## src/rtl/fp_mul_operand_queue.sv

```systemverilog
// Operand FIFO in front of a combinational FP multiplier, with a registered
// result stage on its own valid/ready handshake and a retired-product counter.
module fp_mul_operand_queue #(
    parameter int DEPTH  = 4,
    parameter int ADDR_W = 2,
    parameter int CNT_W  = 16
) (
    input  logic              clk,
    input  logic              reset,
    input  logic              in_valid,
    output logic              in_ready,
    input  logic [31:0]       in_a,
    input  logic [31:0]       in_b,
    output logic [31:0]       mul_a,
    output logic [31:0]       mul_b,
    input  logic [31:0]       mul_c,
    output logic              out_valid,
    input  logic              out_ready,
    output logic [31:0]       out_c,
    output logic [ADDR_W:0]   occupancy,
    output logic [CNT_W-1:0]  done_cnt
);

    typedef struct packed {
        logic [31:0] a;
        logic [31:0] b;
    } pair_t;

    pair_t             mem [DEPTH];
    logic [ADDR_W-1:0] wr_ptr, rd_ptr;
    logic              empty, slot_free, push, pop;

    // in_ready depends on registered occupancy only, so a full queue refuses
    // a push even in a cycle where the head is being popped.
    assign empty     = (occupancy == '0);
    assign in_ready  = (occupancy != (ADDR_W+1)'(DEPTH));
    assign slot_free = ~out_valid | out_ready;
    assign push      = in_valid & in_ready;
    assign pop       = ~empty & slot_free;

    assign mul_a = empty ? 32'h0 : mem[rd_ptr].a;
    assign mul_b = empty ? 32'h0 : mem[rd_ptr].b;

    always_ff @(posedge clk or negedge reset) begin
        if (!reset) begin
            wr_ptr    <= '0;
            rd_ptr    <= '0;
            occupancy <= '0;
            out_valid <= 1'b0;
            out_c     <= '0;
            done_cnt  <= '0;
        end else begin
            if (push) wr_ptr <= wr_ptr + ADDR_W'(1);
            if (pop)  rd_ptr <= rd_ptr + ADDR_W'(1);
            occupancy <= occupancy + (ADDR_W+1)'(push) - (ADDR_W+1)'(pop);
            // mul_c is combinational in the current head, so it is captured on pop.
            if (pop) begin
                out_c     <= mul_c;
                out_valid <= 1'b1;
            end else if (slot_free) begin
                out_valid <= 1'b0;
            end
            if (out_valid && out_ready) done_cnt <= done_cnt + CNT_W'(1);
        end
    end

    // Storage is deliberately left out of reset.
    always_ff @(posedge clk) begin
        if (push) mem[wr_ptr] <= '{a: in_a, b: in_b};
    end

endmodule

```

## config.mk

```make
export PLATFORM = sky130hd
export DESIGN_NAME = fp_mul_operand_queue
export DESIGN_NICKNAME = d
export VERILOG_FILES = /design/src/rtl/fp_mul_operand_queue.sv
export SDC_FILE = /design/constraint.sdc
export NUM_CORES = 1
export LEC_CHECK = 0
export CAP_MARGIN = 25
export CORE_MARGIN = 2
export CORE_UTILIZATION = 56
export DETAILED_ROUTE_END_ITERATION = 7
export PLACE_DENSITY = 0.92
export SYNTH_ARGS = -nofsm -noshare
export SYNTH_HDL_FRONTEND = slang
export SYNTH_SLANG_ARGS = --single-unit
```

## constraint.sdc

```tcl
create_clock -name clk -period 7.3 [get_ports clk]
set_input_delay 0.73 -clock clk [delete_from_list [all_inputs] [get_ports clk]]
set_output_delay 0.73 -clock clk [all_outputs]
set_load 0.05 [all_outputs]
```

==> report_table.html, run 1 <==
<table>
<tr><th>Metric</th><th>Value</th></tr>
<tr><th colspan="2">Worst setup path</th></tr>
<tr><td>Max incr delay on CP</td><td>about 0.84 ns</td></tr>
<tr><td>Signal arrival time at the worst endpoint</td><td>3.59 ns</td></tr>
<tr><td>Required time at the endpoint of the critical path</td><td>about 6.6 ns</td></tr>
<tr><td>Startpoint types</td><td>flip-flop</td></tr>
<tr><td>Class of the most critical setup path</td><td>reg2out</td></tr>
<tr><td>Nature of the critical path endpoint</td><td>output port</td></tr>
<tr><td>CP Max Fanout</td><td>36</td></tr>
<tr><td>Cell chain of the critical path</td><td>buf_4 &gt; mux4_2 &gt; nor2b_1 &gt; clkdlybuf4s50_1</td></tr>
<tr><td>CP max stage cell</td><td>sky130_fd_sc_hd__dfrtp_4</td></tr>
<tr><td>Start point of the critical path</td><td>rd_ptr[0]$_DFFE_PN0P_</td></tr>
<tr><td>Worst flop-to-flop path startpoint</td><td>occupancy[1]$_DFF_PN0_</td></tr>
<tr><th colspan="2">Min path</th></tr>
<tr><td>Worst min path class</td><td>in2async</td></tr>
<tr><th colspan="2">Drt</th></tr>
<tr><td>Routed len/inst</td><td>~22 um</td></tr>
<tr><td>First-iteration detailed-routing DRC count</td><td>around 360</td></tr>
<tr><td>Drt first pass iters</td><td>5</td></tr>
<tr><td>Total DRC errors in the routed layout</td><td>0</td></tr>
<tr><td>Drt total wl</td><td>23900 um</td></tr>
<tr><td>Remaining antenna violation count</td><td>0</td></tr>
<tr><td>Via count</td><td>about 6.1k</td></tr>
<tr><td>Avg Vias per Cell</td><td>5.53</td></tr>
<tr><th colspan="2">Global route</th></tr>
<tr><td>GRT overflow</td><td>0</td></tr>
<tr><td>All-layer global routing usage</td><td>0.212</td></tr>
<tr><td>Wire length of the first global-routing pass</td><td>~36000 um</td></tr>
<tr><td>Met1 layer usage reported by global route</td><td>0.290</td></tr>
<tr><td>Fraction of met3 tracks used by global routing</td><td>0.0345</td></tr>
<tr><td>Number of global-route vias before repair</td><td>roughly 6.5k</td></tr>
<tr><td>Most used routing layer in global routing</td><td>met2</td></tr>
<tr><td>Largest net degree at the start of global routing</td><td>67</td></tr>
<tr><td>Routing usage on met2</td><td>0.363</td></tr>
<tr><td>Number of antenna violations at the first check in global routing</td><td>2</td></tr>
<tr><th colspan="2">Placed design</th></tr>
<tr><td>DP Cell Count</td><td>approximately 1.0k</td></tr>
<tr><td>RePlAce Congestion</td><td>approximately 0.76</td></tr>
<tr><td>Number of buffers added on ports</td><td>~220</td></tr>
<tr><td>HPWL after detailed placement</td><td>about 14000 um</td></tr>
<tr><th colspan="2">STA</th></tr>
<tr><td>Post-layout min period</td><td>between 4 and 5 ns</td></tr>
<tr><td>Final number of setup-violating endpoints</td><td>0</td></tr>
<tr><td>Setup repair after global routing missed its margin</td><td>no</td></tr>
<tr><td>Final critical-path share of the clock period</td><td>0.592</td></tr>
<tr><td>Largest clock skew in the final design</td><td>between 0.01 and 0.015 ns</td></tr>
<tr><td>Fin Hold WS</td><td>0.350 ns</td></tr>
<tr><td>Max-slew violation count</td><td>0</td></tr>
<tr><td>Accumulated negative setup slack</td><td>0 ns</td></tr>
<tr><td>Transition time at the pin with the least slew margin</td><td>a little over 1 ns</td></tr>
<tr><td>Worst max-slew margin expressed relative to the limit</td><td>0.326</td></tr>
<tr><td>Maximum operating frequency</td><td>about 0.23 GHz</td></tr>
<tr><td>Number of failing hold endpoints at the final stage</td><td>0</td></tr>
<tr><th colspan="2">Synth</th></tr>
<tr><td>Sequential area share after synthesis</td><td>0.758</td></tr>
<tr><td>Main flop type after synthesis</td><td>sky130_fd_sc_hd__edfxtp_1</td></tr>
<tr><td>Synth warnings</td><td>0</td></tr>
<tr><td>Syn Inst Count</td><td>571</td></tr>
<tr><td>Area fraction of the dominant cell type after synthesis</td><td>0.641</td></tr>
<tr><td>Ranking of synthesized cells by area</td><td>sky130_fd_sc_hd__edfxtp_1, sky130_fd_sc_hd__mux4_2, sky130_fd_sc_hd__dfrtp_1</td></tr>
<tr><td>Top cells by count, synth</td><td>sky130_fd_sc_hd__edfxtp_1, sky130_fd_sc_hd__mux4_2, sky130_fd_sc_hd__nor2b_1</td></tr>
<tr><td>Number of distinct standard cells referenced by the synthesized netlist</td><td>26</td></tr>
<tr><td>Area of the mapped netlist</td><td>between 0.01 and 0.015 sq mm</td></tr>
<tr><td>EDFF count, synth</td><td>about 260</td></tr>
<tr><td>Post-synth net total</td><td>just under 700</td></tr>
<tr><td>Largest area contributor in the synthesized netlist</td><td>sky130_fd_sc_hd__edfxtp_1</td></tr>
<tr><td>Most frequent cell after synthesis</td><td>sky130_fd_sc_hd__edfxtp_1</td></tr>
<tr><td>Share of flip-flops with an asynchronous set or reset after synthesis</td><td>0.179</td></tr>
<tr><td>Total of flip-flops plus latches after synthesis</td><td>between 300 and 400</td></tr>
<tr><td>Syn_area_per_cell</td><td>between 20 and 25 sq um</td></tr>
<tr><th colspan="2">Clocking</th></tr>
<tr><td>Number of clock sinks</td><td>312</td></tr>
<tr><td># H-tree levels</td><td>1</td></tr>
<tr><td>CTS tree</td><td>built</td></tr>
<tr><td>CTS Buffer Depth</td><td>3</td></tr>
<tr><td>Number of buffers added by the clock tree synthesis step</td><td>30</td></tr>
<tr><td>Clock slew at reported path FFs</td><td>~0.06 ns</td></tr>
<tr><td>Number of buffers inserted for hold repair after clock tree synthesis</td><td>0</td></tr>
<tr><td>Cells resized by post-CTS repair</td><td>0</td></tr>
<tr><td>Clock network latency to the later pin of the worst-skew pair</td><td>0.53 ns</td></tr>
<tr><td>Setup Buffers After CTS</td><td>0</td></tr>
<tr><td>Clock tree root buffer cell</td><td>sky130_fd_sc_hd__clkbuf_16</td></tr>
<tr><th colspan="2">Pwr</th></tr>
<tr><td>Leakage power total</td><td>~0.0053 uW</td></tr>
<tr><td>Power density normalized to cell area</td><td>around 490 mW/mm^2</td></tr>
<tr><td>Final Total Pwr</td><td>roughly 7500 uW</td></tr>
<tr><td>Worst supply voltage drop on vdd</td><td>around 0.00041 V</td></tr>
<tr><th colspan="2">Outcome</th></tr>
<tr><td>Result of the run</td><td>finished clean</td></tr>
<tr><th colspan="2">Layout</th></tr>
<tr><td>Final nets</td><td>907</td></tr>
<tr><td>Share of layout cells above drive strength 1</td><td>0.185</td></tr>
<tr><td>Growth of design area from synthesis to finish</td><td>28.1%</td></tr>
<tr><td>Filler-free cell count of the finished design</td><td>1099</td></tr>
<tr><th colspan="2">Floorplan</th></tr>
<tr><td>Die width</td><td>150 um</td></tr>
<tr><td>Cell Rows</td><td>53</td></tr>
<tr><td>Count of pins on the block boundary</td><td>217</td></tr>
<tr><td>Starting density of the core</td><td>0.571</td></tr>
<tr><td>Core Area</td><td>approximately 0.021 sq mm</td></tr>
<tr><td>Die Y</td><td>150 um</td></tr>
<tr><td>Die Area</td><td>0.0226 sq mm</td></tr>
<tr><th colspan="2">Flow run</th></tr>
<tr><td>Number of max-cap violations</td><td>0</td></tr>
</table>
## registers in the layout (all words and copies together) (netlist names)
name / flops
done_cnt: 16
wr_ptr: 2
occupancy: 3
out_c: 32
out_valid: 1
rd_ptr: 2
mem: 256
## stage by stage
stage	cell area [sq um]	utilization	setup slack (ns)
floorplan	12000	-	3.99
global placement	14400	0.685	3.45
detailed placement	14400	0.685	3.43
CTS	15400	0.731	2.87
global route	15400	0.731	2.69
finish	15400	0.731	2.98
## final cells by class
type / count / area (sq um)
clock inverters: 14 / 139
clock buffers: 42 / 827
repair buffers: 220 / 2190
well taps: 275 / 344
flip-flops and latches: 312 / 9100
inverters: 9 / 33.8
fillers: 1243 / 5650
multi-input cells: 226 / 2740
diodes: 1 / 2.50
## logic make-up (layout without fill, tap and decap cells)
kind of cell / count (synthesis) / count (layout) / synth area share
flip-flops: 312 / 312 / 0.758
multiplexers: 98 / 98 / 0.152
AND/OR/NAND/NOR: 98 / 98 / 0.0489
buffers and inverters: 33 / 285 / 0.0167
XOR/XNOR: 20 / 20 / 0.0146
adder cells (fa/ha/maj): 8 / 8 / 0.00897
AO/OA/AOI/OAI: 2 / 2 / 0.00115
other: 0 / 1 / 0
## critical path: cells and delay by family, from the launching register on
family / cells / cell delay (ns)
flip-flops: 1 / 0.84
multiplexers: 1 / 0.61
buffers and inverters: 2 / 1.42
AND/OR/NAND/NOR: 1 / 0.15
## metal layers
layer  wire length [um]  vias up
met5                 11        -
li1                   -     2701
met4                310        2
met3               1110       22
met2              12800      190
met1               9650     3167
## path summary, 6_finish.rpt
kind / to / slack, ns / cells after the start
setup / recovery: mul_a[21] / 2.98 / 4
hold / removal: done_cnt[13]$_DFFE_PN0P_ / 0.35 / 2
setup reg to reg: occupancy[2]$_DFF_PN0_ / 4.26 / 11
hold reg to reg: done_cnt[15]$_DFFE_PN0P_ / 0.49 / 1
max in group asynchronous: rd_ptr[0]$_DFFE_PN0P_ / 6.38 / 2
min in group clk: done_cnt[15]$_DFFE_PN0P_ / 0.49 / 1
## cells in the final DEF, fill, tap and decap left out, types with 9 or more instances in the layout
master                            instances
sky130_fd_sc_hd__nor2b_1                 64
sky130_fd_sc_hd__clkbuf_1                10
sky130_fd_sc_hd__inv_1                    9
sky130_fd_sc_hd__xnor2_1                 13
sky130_fd_sc_hd__mux4_2                  64
sky130_fd_sc_hd__mux2_2                  34
sky130_fd_sc_hd__clkdlybuf4s50_1        215
sky130_fd_sc_hd__clkbuf_16               31
sky130_fd_sc_hd__edfxtp_1               256
sky130_fd_sc_hd__dfrtp_1                 54
## report_power, final
group | switching (uW) | total (uW) | internal, uW
logic | 2100 | 3390 | 1300
clock network | 610 | 1500 | 892
registers | 278 | 2650 | 2370
total | 2990 | 7540 | 4560
Note: power is estimated with default switching activity, not from simulation.
==> run 2: changes to the inputs <==
- CORE_UTILIZATION: 56 -> 52
- PLACE_DENSITY: 0.92 -> 0.87
- clock period: 7.3 -> 4.2 ns (I/O delays scaled with it)
==> run 2 against run 1 <==
Against the previous run: first-iteration DRC count is 21% higher; sequential power rose by 72%; largest cell class unchanged; non-clock buffer count rose by 7; clock skew is 0.014 ns higher; final area increased by 1.4%; highest routed layer unchanged; global-route usage decreased by 1.1 points.
==> report_table.html, run 2 (same netlist as run 1, synthesis figures left out) <==
<table>
<tr><th>Metric</th><th>Value</th></tr>
<tr><th colspan="2">Outcome</th></tr>
<tr><td>Result of the run</td><td>finished clean</td></tr>
<tr><th colspan="2">Drt</th></tr>
<tr><td>Avg Vias per Cell</td><td>5.52 (-0.22%)</td></tr>
<tr><td>Routed len/inst</td><td>21.6 um (-0.70%)</td></tr>
<tr><td>Via count</td><td>6179 (+1.6%)</td></tr>
<tr><td>Remaining antenna violation count</td><td>0 (unchanged)</td></tr>
<tr><td>Drt total wl</td><td>24100 um (+1.1%)</td></tr>
<tr><td>Drt first pass iters</td><td>4 (-1)</td></tr>
<tr><td>Total DRC errors in the routed layout</td><td>0 (unchanged)</td></tr>
<tr><td>First-iteration detailed-routing DRC count</td><td>437 (+21%)</td></tr>
<tr><th colspan="2">Global route</th></tr>
<tr><td>GRT overflow</td><td>0 (unchanged)</td></tr>
<tr><td>Number of antenna violations at the first check in global routing</td><td>2 (unchanged)</td></tr>
<tr><td>Number of global-route vias before repair</td><td>6552 (+1.5%)</td></tr>
<tr><td>Largest net degree at the start of global routing</td><td>65 (-3.0%)</td></tr>
<tr><td>Wire length of the first global-routing pass</td><td>36900 um (+2.2%)</td></tr>
<tr><td>All-layer global routing usage</td><td>0.201 (-0.0108)</td></tr>
<tr><th colspan="2">Placed design</th></tr>
<tr><td>Placed cell areas</td><td>0.0145 sq mm (+0.43%)</td></tr>
<tr><td>Number of buffers added on ports</td><td>216 (unchanged)</td></tr>
<tr><td>HPWL after detailed placement</td><td>14500 um (+0.28%)</td></tr>
<tr><td>RePlAce Congestion</td><td>0.816 (+6.9%)</td></tr>
<tr><th colspan="2">Worst setup path</th></tr>
<tr><td>Signal arrival time at the worst endpoint</td><td>3.11 ns (-0.48 ns)</td></tr>
<tr><td>Required time at the endpoint of the critical path</td><td>3.78 ns (-2.79 ns)</td></tr>
<tr><td>Worst flop-to-flop path startpoint</td><td>occupancy[1]$_DFF_PN0_</td></tr>
<tr><td>CP Max Fanout</td><td>29 (-19%)</td></tr>
<tr><td>Class of the most critical setup path</td><td>reg2out</td></tr>
<tr><td>Startpoint types</td><td>flip-flop</td></tr>
<tr><td>Nature of the critical path endpoint</td><td>output port</td></tr>
<tr><td>Start point of the critical path</td><td>rd_ptr[0]$_DFFE_PN0P_</td></tr>
<tr><th colspan="2">STA</th></tr>
<tr><td>Final critical-path share of the clock period</td><td>0.840</td></tr>
<tr><td>Number of failing hold endpoints at the final stage</td><td>0 (unchanged)</td></tr>
<tr><td>Setup repair after global routing missed its margin</td><td>no</td></tr>
<tr><td>Maximum operating frequency</td><td>0.283 GHz</td></tr>
<tr><td>Largest clock skew in the final design</td><td>0.0253 ns (+0.0144 ns)</td></tr>
<tr><td>Max-slew violation count</td><td>0 (unchanged)</td></tr>
<tr><td>Post-layout min period</td><td>approximately 3.5 ns</td></tr>
<tr><td>Accumulated negative setup slack</td><td>0 ns (unchanged)</td></tr>
<tr><td>Worst max-slew margin expressed relative to the limit</td><td>0.330 (+0.00393)</td></tr>
<tr><td>Transition time at the pin with the least slew margin</td><td>1.00 ns (-0.00589 ns)</td></tr>
<tr><td>Final number of setup-violating endpoints</td><td>0 (unchanged)</td></tr>
<tr><th colspan="2">Clocking</th></tr>
<tr><td>Number of clock sinks</td><td>312 (unchanged)</td></tr>
<tr><td>CTS tree</td><td>built</td></tr>
<tr><td>Clock tree root buffer cell</td><td>sky130_fd_sc_hd__clkbuf_16</td></tr>
<tr><td># H-tree levels</td><td>2 (+1)</td></tr>
<tr><td>Setup Buffers After CTS</td><td>0 (unchanged)</td></tr>
<tr><td>Clock slew at reported path FFs</td><td>0.06 ns (about the same)</td></tr>
<tr><td>Clock network latency to the later pin of the worst-skew pair</td><td>0.51 ns (-0.02 ns)</td></tr>
<tr><td>CTS Buffer Depth</td><td>3 (unchanged)</td></tr>
<tr><td>Number of buffers added by the clock tree synthesis step</td><td>34 (+13%)</td></tr>
<tr><th colspan="2">Layout</th></tr>
<tr><td>Fill cells</td><td>1408 (+13%)</td></tr>
<tr><td>Post-layout instance area</td><td>0.0156 sq mm (+1.4%)</td></tr>
<tr><td>Largest registers in the final layout</td><td>mem x256, out_c x32, done_cnt x16</td></tr>
<tr><td>Number of antenna cells inserted</td><td>0 (-1)</td></tr>
<tr><td>Share of layout cells above drive strength 1</td><td>0.201 (+0.0167)</td></tr>
<tr><td>Growth of design area from synthesis to finish</td><td>29.9%</td></tr>
<tr><td>Number of flip-flops in the largest register</td><td>256 (unchanged)</td></tr>
<tr><td>Largest register by flop count</td><td>mem</td></tr>
<tr><td>Top library cells by usage in the layout, fill and taps aside</td><td>sky130_fd_sc_hd__edfxtp_1, sky130_fd_sc_hd__clkdlybuf4s50_1, sky130_fd_sc_hd__mux4_2, sky130_fd_sc_hd__nor2b_1, sky130_fd_sc_hd__dfrtp_1</td></tr>
<tr><td>Most common cell after layout, fill and taps aside</td><td>sky130_fd_sc_hd__edfxtp_1</td></tr>
<tr><td>Final nets</td><td>918 (+1.2%)</td></tr>
<tr><th colspan="2">Floorplan</th></tr>
<tr><td>Core Area</td><td>0.0226 sq mm (+7.7%)</td></tr>
<tr><td>Starting density of the core</td><td>0.530 (-0.0408)</td></tr>
<tr><td>Die Area</td><td>0.0243 sq mm (+7.5%)</td></tr>
<tr><td>Cell Rows</td><td>55 (+3.8%)</td></tr>
<tr><td>Count of pins on the block boundary</td><td>217 (unchanged)</td></tr>
<tr><td>Die width</td><td>156 um (+3.7%)</td></tr>
<tr><td>Die Y</td><td>156 um (+3.7%)</td></tr>
<tr><th colspan="2">Pwr</th></tr>
<tr><td>Worst supply voltage drop on vdd</td><td>0.000644 V (+58%)</td></tr>
<tr><td>Leakage power total</td><td>0.00542 uW (+1.8%)</td></tr>
<tr><td>Power density normalized to cell area</td><td>862 mW/mm^2 (+76%)</td></tr>
<tr><th colspan="2">Min path</th></tr>
<tr><td>Worst min path class</td><td>in2async</td></tr>
<tr><th colspan="2">Flow run</th></tr>
<tr><td>Number of max-cap violations</td><td>0 (unchanged)</td></tr>
</table>
==> run 2: metal layers <==
layer / GRT usage / vias to the layer above / part of all wire
li1: - / 2721 / -
met1: 0.269 / 3166 / 0.41
met2: 0.334 / 242 / 0.50
met3: 0.0439 / 46 / 0.064
met4: 0.0655 / 4 / 0.023
met5: 0 / - / 0.0012
==> run 2: per-stage QoR <==
stage	total power [uW]	util	hold WS, ns	std cells	setup slack, ns
after floorplan	8690	-	0.124	571	0.888
after global routing	14000	0.688	0.504	1119	0.484
after detailed placement	10700	0.639	0.437	1057	1.15
final	13400	0.688	0.468	1119	0.670
after global placement	10500	0.639	0.433	1057	1.15
after CTS	13600	0.687	0.440	1118	0.580
==> run 2: final cells by class <==
class / count / area (sq um) / area share
clock buffers: 38 / 897 / 0.0576
clock inverters: 22 / 190 / 0.0122
inverters: 9 / 33.8 / 0.00217
multi-input cells: 226 / 2740 / 0.176
flip-flops and latches: 312 / 9100 / 0.584
well taps: 285 / 357 / 0.0229
repair buffers: 227 / 2270 / 0.145
==> run 2: final timing paths <==
kind / slack, ns / depth (start not counted) / end
worst min-delay path: 0.47 / 2 / done_cnt[3]$_DFFE_PN0P_
max in group asynchronous: 2.89 / 3 / rd_ptr[1]$_DFFE_PN0P_
worst min register to register: 0.49 / 1 / done_cnt[15]$_DFFE_PN0P_
worst max-delay path: 0.67 / 4 / mul_b[25]
min in group clk: 0.49 / 1 / done_cnt[15]$_DFFE_PN0P_
worst max register to register: 1.48 / 11 / occupancy[2]$_DFF_PN0_
==> run 2: worst max-delay path, cell delays in order, from the launching register on <==
cell and delay (ns):
sky130_fd_sc_hd__dfrtp_4 0.82, sky130_fd_sc_hd__buf_4 0.36, sky130_fd_sc_hd__mux4_2 0.53, sky130_fd_sc_hd__nor2b_1 0.16, sky130_fd_sc_hd__clkdlybuf4s50_1 0.72
==> run 2: where the power goes <==
group	switching, uW	leakage, uW	internal, uW
sequential	443	0.00301	4120
clock	1150	0.000527	1720
combinational	3710	0.00188	2300
==> run 2: what timing repair did <==
| item | in CTS | in global routing |
|---|---|---|
| endpoints found under the hold margin | 24 | 0 |
| setup endpoints to repair | 0 | 0 |
| hold buffers | 1 | 0 |
| gates resized for setup | 0 | 0 |
==> run 3: changes to the inputs <==
- CORE_UTILIZATION: 52 -> 47
- PLACE_DENSITY: 0.87 -> 0.84
- clock period: 4.2 -> 3 ns (I/O delays scaled with it)
==> run 3 against run 2 <==
Against the previous run: flip-flop and latch count stayed put; wire length is 1.3% higher; via count is 1.1% lower; hold slack worse by 0.079 ns; count of clock-buffer cells in the layout is 6 higher; setup slack worse by 0.48 ns; total power is 40% higher; combinational power is 41% higher; die area is 10% higher; clock skew is 0.0092 ns higher; non-clock buffer count is 7 higher; first-iteration DRC count is 32% lower; critical endpoint is now mul_a[15]; largest cell class unchanged.
==> report_table.html, run 3 (same netlist as run 1, synthesis figures left out) <==
<table>
<tr><th>Metric</th><th>Value</th></tr>
<tr><th colspan="2">Outcome</th></tr>
<tr><td>Result of the run</td><td>finished clean</td></tr>
<tr><th colspan="2">Pwr</th></tr>
<tr><td>Switching part of the total power</td><td>0.395 (about the same)</td></tr>
<tr><td>Final Total Pwr</td><td>18900 uW (+40%)</td></tr>
<tr><td>Reported net switching power</td><td>7450 uW (+41%)</td></tr>
<tr><td>Clk pwr share</td><td>0.222 (+0.008)</td></tr>
<tr><td>Cell internal pwr</td><td>11400 uW (+40%)</td></tr>
<tr><td>Sequential power share</td><td>0.328 (-0.011)</td></tr>
<tr><td>Power density normalized to cell area</td><td>1210 mW/mm^2 (+40%)</td></tr>
<tr><td>Leakage power total</td><td>0.00556 uW (+2.6%)</td></tr>
<tr><td>Worst supply voltage drop on vdd</td><td>0.000882 V (+37%)</td></tr>
<tr><td>Combinational group share of total power</td><td>0.449 (+0.002)</td></tr>
<tr><th colspan="2">Layout</th></tr>
<tr><td>Share of layout cells above drive strength 1</td><td>0.272 (+0.0705)</td></tr>
<tr><td>Largest register by flop count</td><td>mem</td></tr>
<tr><td>Most common cell after layout, fill and taps aside</td><td>sky130_fd_sc_hd__edfxtp_1</td></tr>
<tr><td>Growth of design area from synthesis to finish</td><td>30.4%</td></tr>
<tr><td>Final nets</td><td>925 (+0.76%)</td></tr>
<tr><td>Largest registers in the final layout</td><td>mem x256, out_c x32, done_cnt x16</td></tr>
<tr><td>Number of antenna cells inserted</td><td>0 (unchanged)</td></tr>
<tr><td>Number of flip-flops in the largest register</td><td>256 (unchanged)</td></tr>
<tr><td>Top library cells by usage in the layout, fill and taps aside</td><td>sky130_fd_sc_hd__edfxtp_1, sky130_fd_sc_hd__clkdlybuf4s50_1, sky130_fd_sc_hd__buf_4, sky130_fd_sc_hd__mux4_2, sky130_fd_sc_hd__nor2b_1</td></tr>
<tr><td>Fill cells</td><td>1752 (+24%)</td></tr>
<tr><th colspan="2">Drt</th></tr>
<tr><td>Remaining antenna violation count</td><td>0 (unchanged)</td></tr>
<tr><td>Via count</td><td>6111 (-1.1%)</td></tr>
<tr><td>Total DRC errors in the routed layout</td><td>0 (unchanged)</td></tr>
<tr><td>Routed len/inst</td><td>20.9 um (-3.3%)</td></tr>
<tr><td>Drt first pass iters</td><td>4 (unchanged)</td></tr>
<tr><td>Avg Vias per Cell</td><td>5.21 (-5.6%)</td></tr>
<tr><td>Drt total wl</td><td>24500 um (+1.3%)</td></tr>
<tr><td>First-iteration detailed-routing DRC count</td><td>299 (-32%)</td></tr>
<tr><th colspan="2">STA</th></tr>
<tr><td>Post-layout min period</td><td>between 2 and 3 ns</td></tr>
<tr><td>Largest clock skew in the final design</td><td>0.0345 ns (+0.00923 ns)</td></tr>
<tr><td>Maximum operating frequency</td><td>0.356 GHz</td></tr>
<tr><td>Final critical-path share of the clock period</td><td>0.935</td></tr>
<tr><td>Worst max-slew margin expressed relative to the limit</td><td>0.511 (+0.181)</td></tr>
<tr><td>Accumulated negative setup slack</td><td>0 ns (unchanged)</td></tr>
<tr><td>Max-slew violation count</td><td>0 (unchanged)</td></tr>
<tr><td>Number of failing hold endpoints at the final stage</td><td>0 (unchanged)</td></tr>
<tr><td>Transition time at the pin with the least slew margin</td><td>0.734 ns (-0.271 ns)</td></tr>
<tr><td>Setup repair after global routing missed its margin</td><td>no</td></tr>
<tr><td>Final number of setup-violating endpoints</td><td>0 (unchanged)</td></tr>
<tr><th colspan="2">Min path</th></tr>
<tr><td>Worst min path class</td><td>in2async</td></tr>
<tr><th colspan="2">Clocking</th></tr>
<tr><td>Number of clock sinks</td><td>312 (unchanged)</td></tr>
<tr><td>CTS tree</td><td>built</td></tr>
<tr><td>Clock network latency to the later pin of the worst-skew pair</td><td>0.50 ns (about the same)</td></tr>
<tr><td>Clock slew at reported path FFs</td><td>0.06 ns (about the same)</td></tr>
<tr><td># H-tree levels</td><td>2 (unchanged)</td></tr>
<tr><td>Clock tree root buffer cell</td><td>sky130_fd_sc_hd__clkbuf_16</td></tr>
<tr><td>CTS Buffer Depth</td><td>3 (unchanged)</td></tr>
<tr><td>Number of buffers added by the clock tree synthesis step</td><td>34 (unchanged)</td></tr>
<tr><th colspan="2">Floorplan</th></tr>
<tr><td>Die Area</td><td>0.0268 sq mm (+10%)</td></tr>
<tr><td>Die width</td><td>164 um (+5.1%)</td></tr>
<tr><td>Core Area</td><td>0.0251 sq mm (+11%)</td></tr>
<tr><td>Starting density of the core</td><td>0.478 (-0.0521)</td></tr>
<tr><td>Count of pins on the block boundary</td><td>217 (unchanged)</td></tr>
<tr><td>Cell Rows</td><td>58 (+5.5%)</td></tr>
<tr><td>Die Y</td><td>164 um (+5.1%)</td></tr>
<tr><th colspan="2">Worst setup path</th></tr>
<tr><td>Required time at the endpoint of the critical path</td><td>2.70 ns (-1.08 ns)</td></tr>
<tr><td>Startpoint types</td><td>flip-flop</td></tr>
<tr><td>Class of the most critical setup path</td><td>reg2out</td></tr>
<tr><td>CP Max Fanout</td><td>11 (-62%)</td></tr>
<tr><td>Nature of the critical path endpoint</td><td>output port</td></tr>
<tr><td>Signal arrival time at the worst endpoint</td><td>2.51 ns (-0.60 ns)</td></tr>
<tr><th colspan="2">Placed design</th></tr>
<tr><td>Number of buffers added on ports</td><td>216 (unchanged)</td></tr>
<tr><td>RePlAce Congestion</td><td>0.765 (-6.2%)</td></tr>
<tr><td>HPWL after detailed placement</td><td>15300 um (+6.1%)</td></tr>
<tr><th colspan="2">Global route</th></tr>
<tr><td>Largest net degree at the start of global routing</td><td>35 (-46%)</td></tr>
<tr><td>GRT overflow</td><td>0 (unchanged)</td></tr>
<tr><td>Number of global-route vias before repair</td><td>6460 (-1.4%)</td></tr>
<tr><td>Wire length of the first global-routing pass</td><td>36800 um (-0.30%)</td></tr>
<tr><td>All-layer global routing usage</td><td>0.181 (-0.0196)</td></tr>
<tr><td>Number of antenna violations at the first check in global routing</td><td>2 (unchanged)</td></tr>
<tr><th colspan="2">Flow run</th></tr>
<tr><td>Number of max-cap violations</td><td>0 (unchanged)</td></tr>
</table>
## run 3: cell types whose count changed in the layout (fill, tap and decap cells not counted), sizes merged
cell / delta
buf: +63
clkdlybuf4s50: -58
clkbuf: +6
clkinv: -5
clkinvlp: -3
bufinv: +2
dlygate4sd2: +2
inv: +1
## run 3: final timing paths
kind                                     startpoint                       end  slack [ns]  depth (start not counted)
hold reg to reg            done_cnt[15]$_DFFE_PN0P_  done_cnt[15]$_DFFE_PN0P_        0.48                          1
max in group asynchronous                     reset      out_c[8]$_DFFE_PN0P_        1.92                          3
setup / recovery              rd_ptr[0]$_DFFE_PN0P_                 mul_a[15]        0.19                          3
setup reg to reg             occupancy[1]$_DFF_PN0_    occupancy[2]$_DFF_PN0_        0.66                         11
hold / removal                                reset      out_c[0]$_DFFE_PN0P_        0.39                          2
min in group clk                          mul_c[17]     out_c[17]$_DFFE_PN0P_        0.40                          2
## run 3: power by group through the flow
| stage | Combinational (uW) | Sequential [uW] | Clock [uW] |
|---|---|---|---|
| 6_report | 8480 | 6190 | 4200 |
| 4_1_cts | 8540 | 6240 | 4270 |
| 3_5_place_dp | 8500 | 6310 | 0 |
| 5_1_grt | 8900 | 6290 | 4450 |
| 3_3_place_gp | 8440 | 6250 | 0 |
| 2_1_floorplan | 5170 | 6960 | 0 |
## run 3: cell type report
class                           count  area (sq um)  area share
Clock buffer                       44           920      0.0588
Inverter                            9          33.8     0.00216
Tap cell                          330           413      0.0264
Multi-Input combinational cell    226          2740       0.175
Clock inverter                     17           218      0.0139
Timing Repair Buffer              234          2230       0.142
Sequential cell                   312          9100       0.581
## run 3: what timing repair did
| action | CTS | global route |
|---|---|---|
| buffers inserted | 0 | 1 |
| endpoints found under the setup margin | 1 | 6 |
| pin swaps | 0 | 0 |
| hold buffers | 1 | 0 |
| gates resized for setup | 3 | 0 |
| hold endpoints to repair | 30 | 0 |
## run 3: through the flow
| step | hold WS [ns] | instances | instance area [sq um] | utilization | setup WS [ns] |
|---|---|---|---|---|---|
| 6_report | 0.389 | 1172 | 15600 | 0.623 | 0.194 |
| 3_3_place_gp | 0.408 | 1109 | 14500 | 0.577 | 0.535 |
| 2_1_floorplan | 0.00441 | 571 | 12000 | - | 0.193 |
| 3_5_place_dp | 0.404 | 1109 | 14500 | 0.577 | 0.535 |
| 4_1_cts | 0.389 | 1171 | 15600 | 0.623 | 0.00728 |
| 5_1_grt | 0.389 | 1172 | 15600 | 0.623 | 0.0892 |
## run 3: worst max-delay path, cell delays in order (launching register included)
cell	delay [ns]
sky130_fd_sc_hd__dfrtp_4	0.60
sky130_fd_sc_hd__mux4_2	0.54
sky130_fd_sc_hd__nor2b_1	0.14
sky130_fd_sc_hd__clkdlybuf4s50_1	0.72
## run 3: metal layers
metal / vias to the layer above / routed length, um / GRT usage
li1: 2739 / - / -
met1: 3130 / 9900 / 0.236
met2: 190 / 12400 / 0.304
met3: 48 / 1560 / 0.0457
met4: 4 / 569 / 0.0554
met5: - / 23 / 0
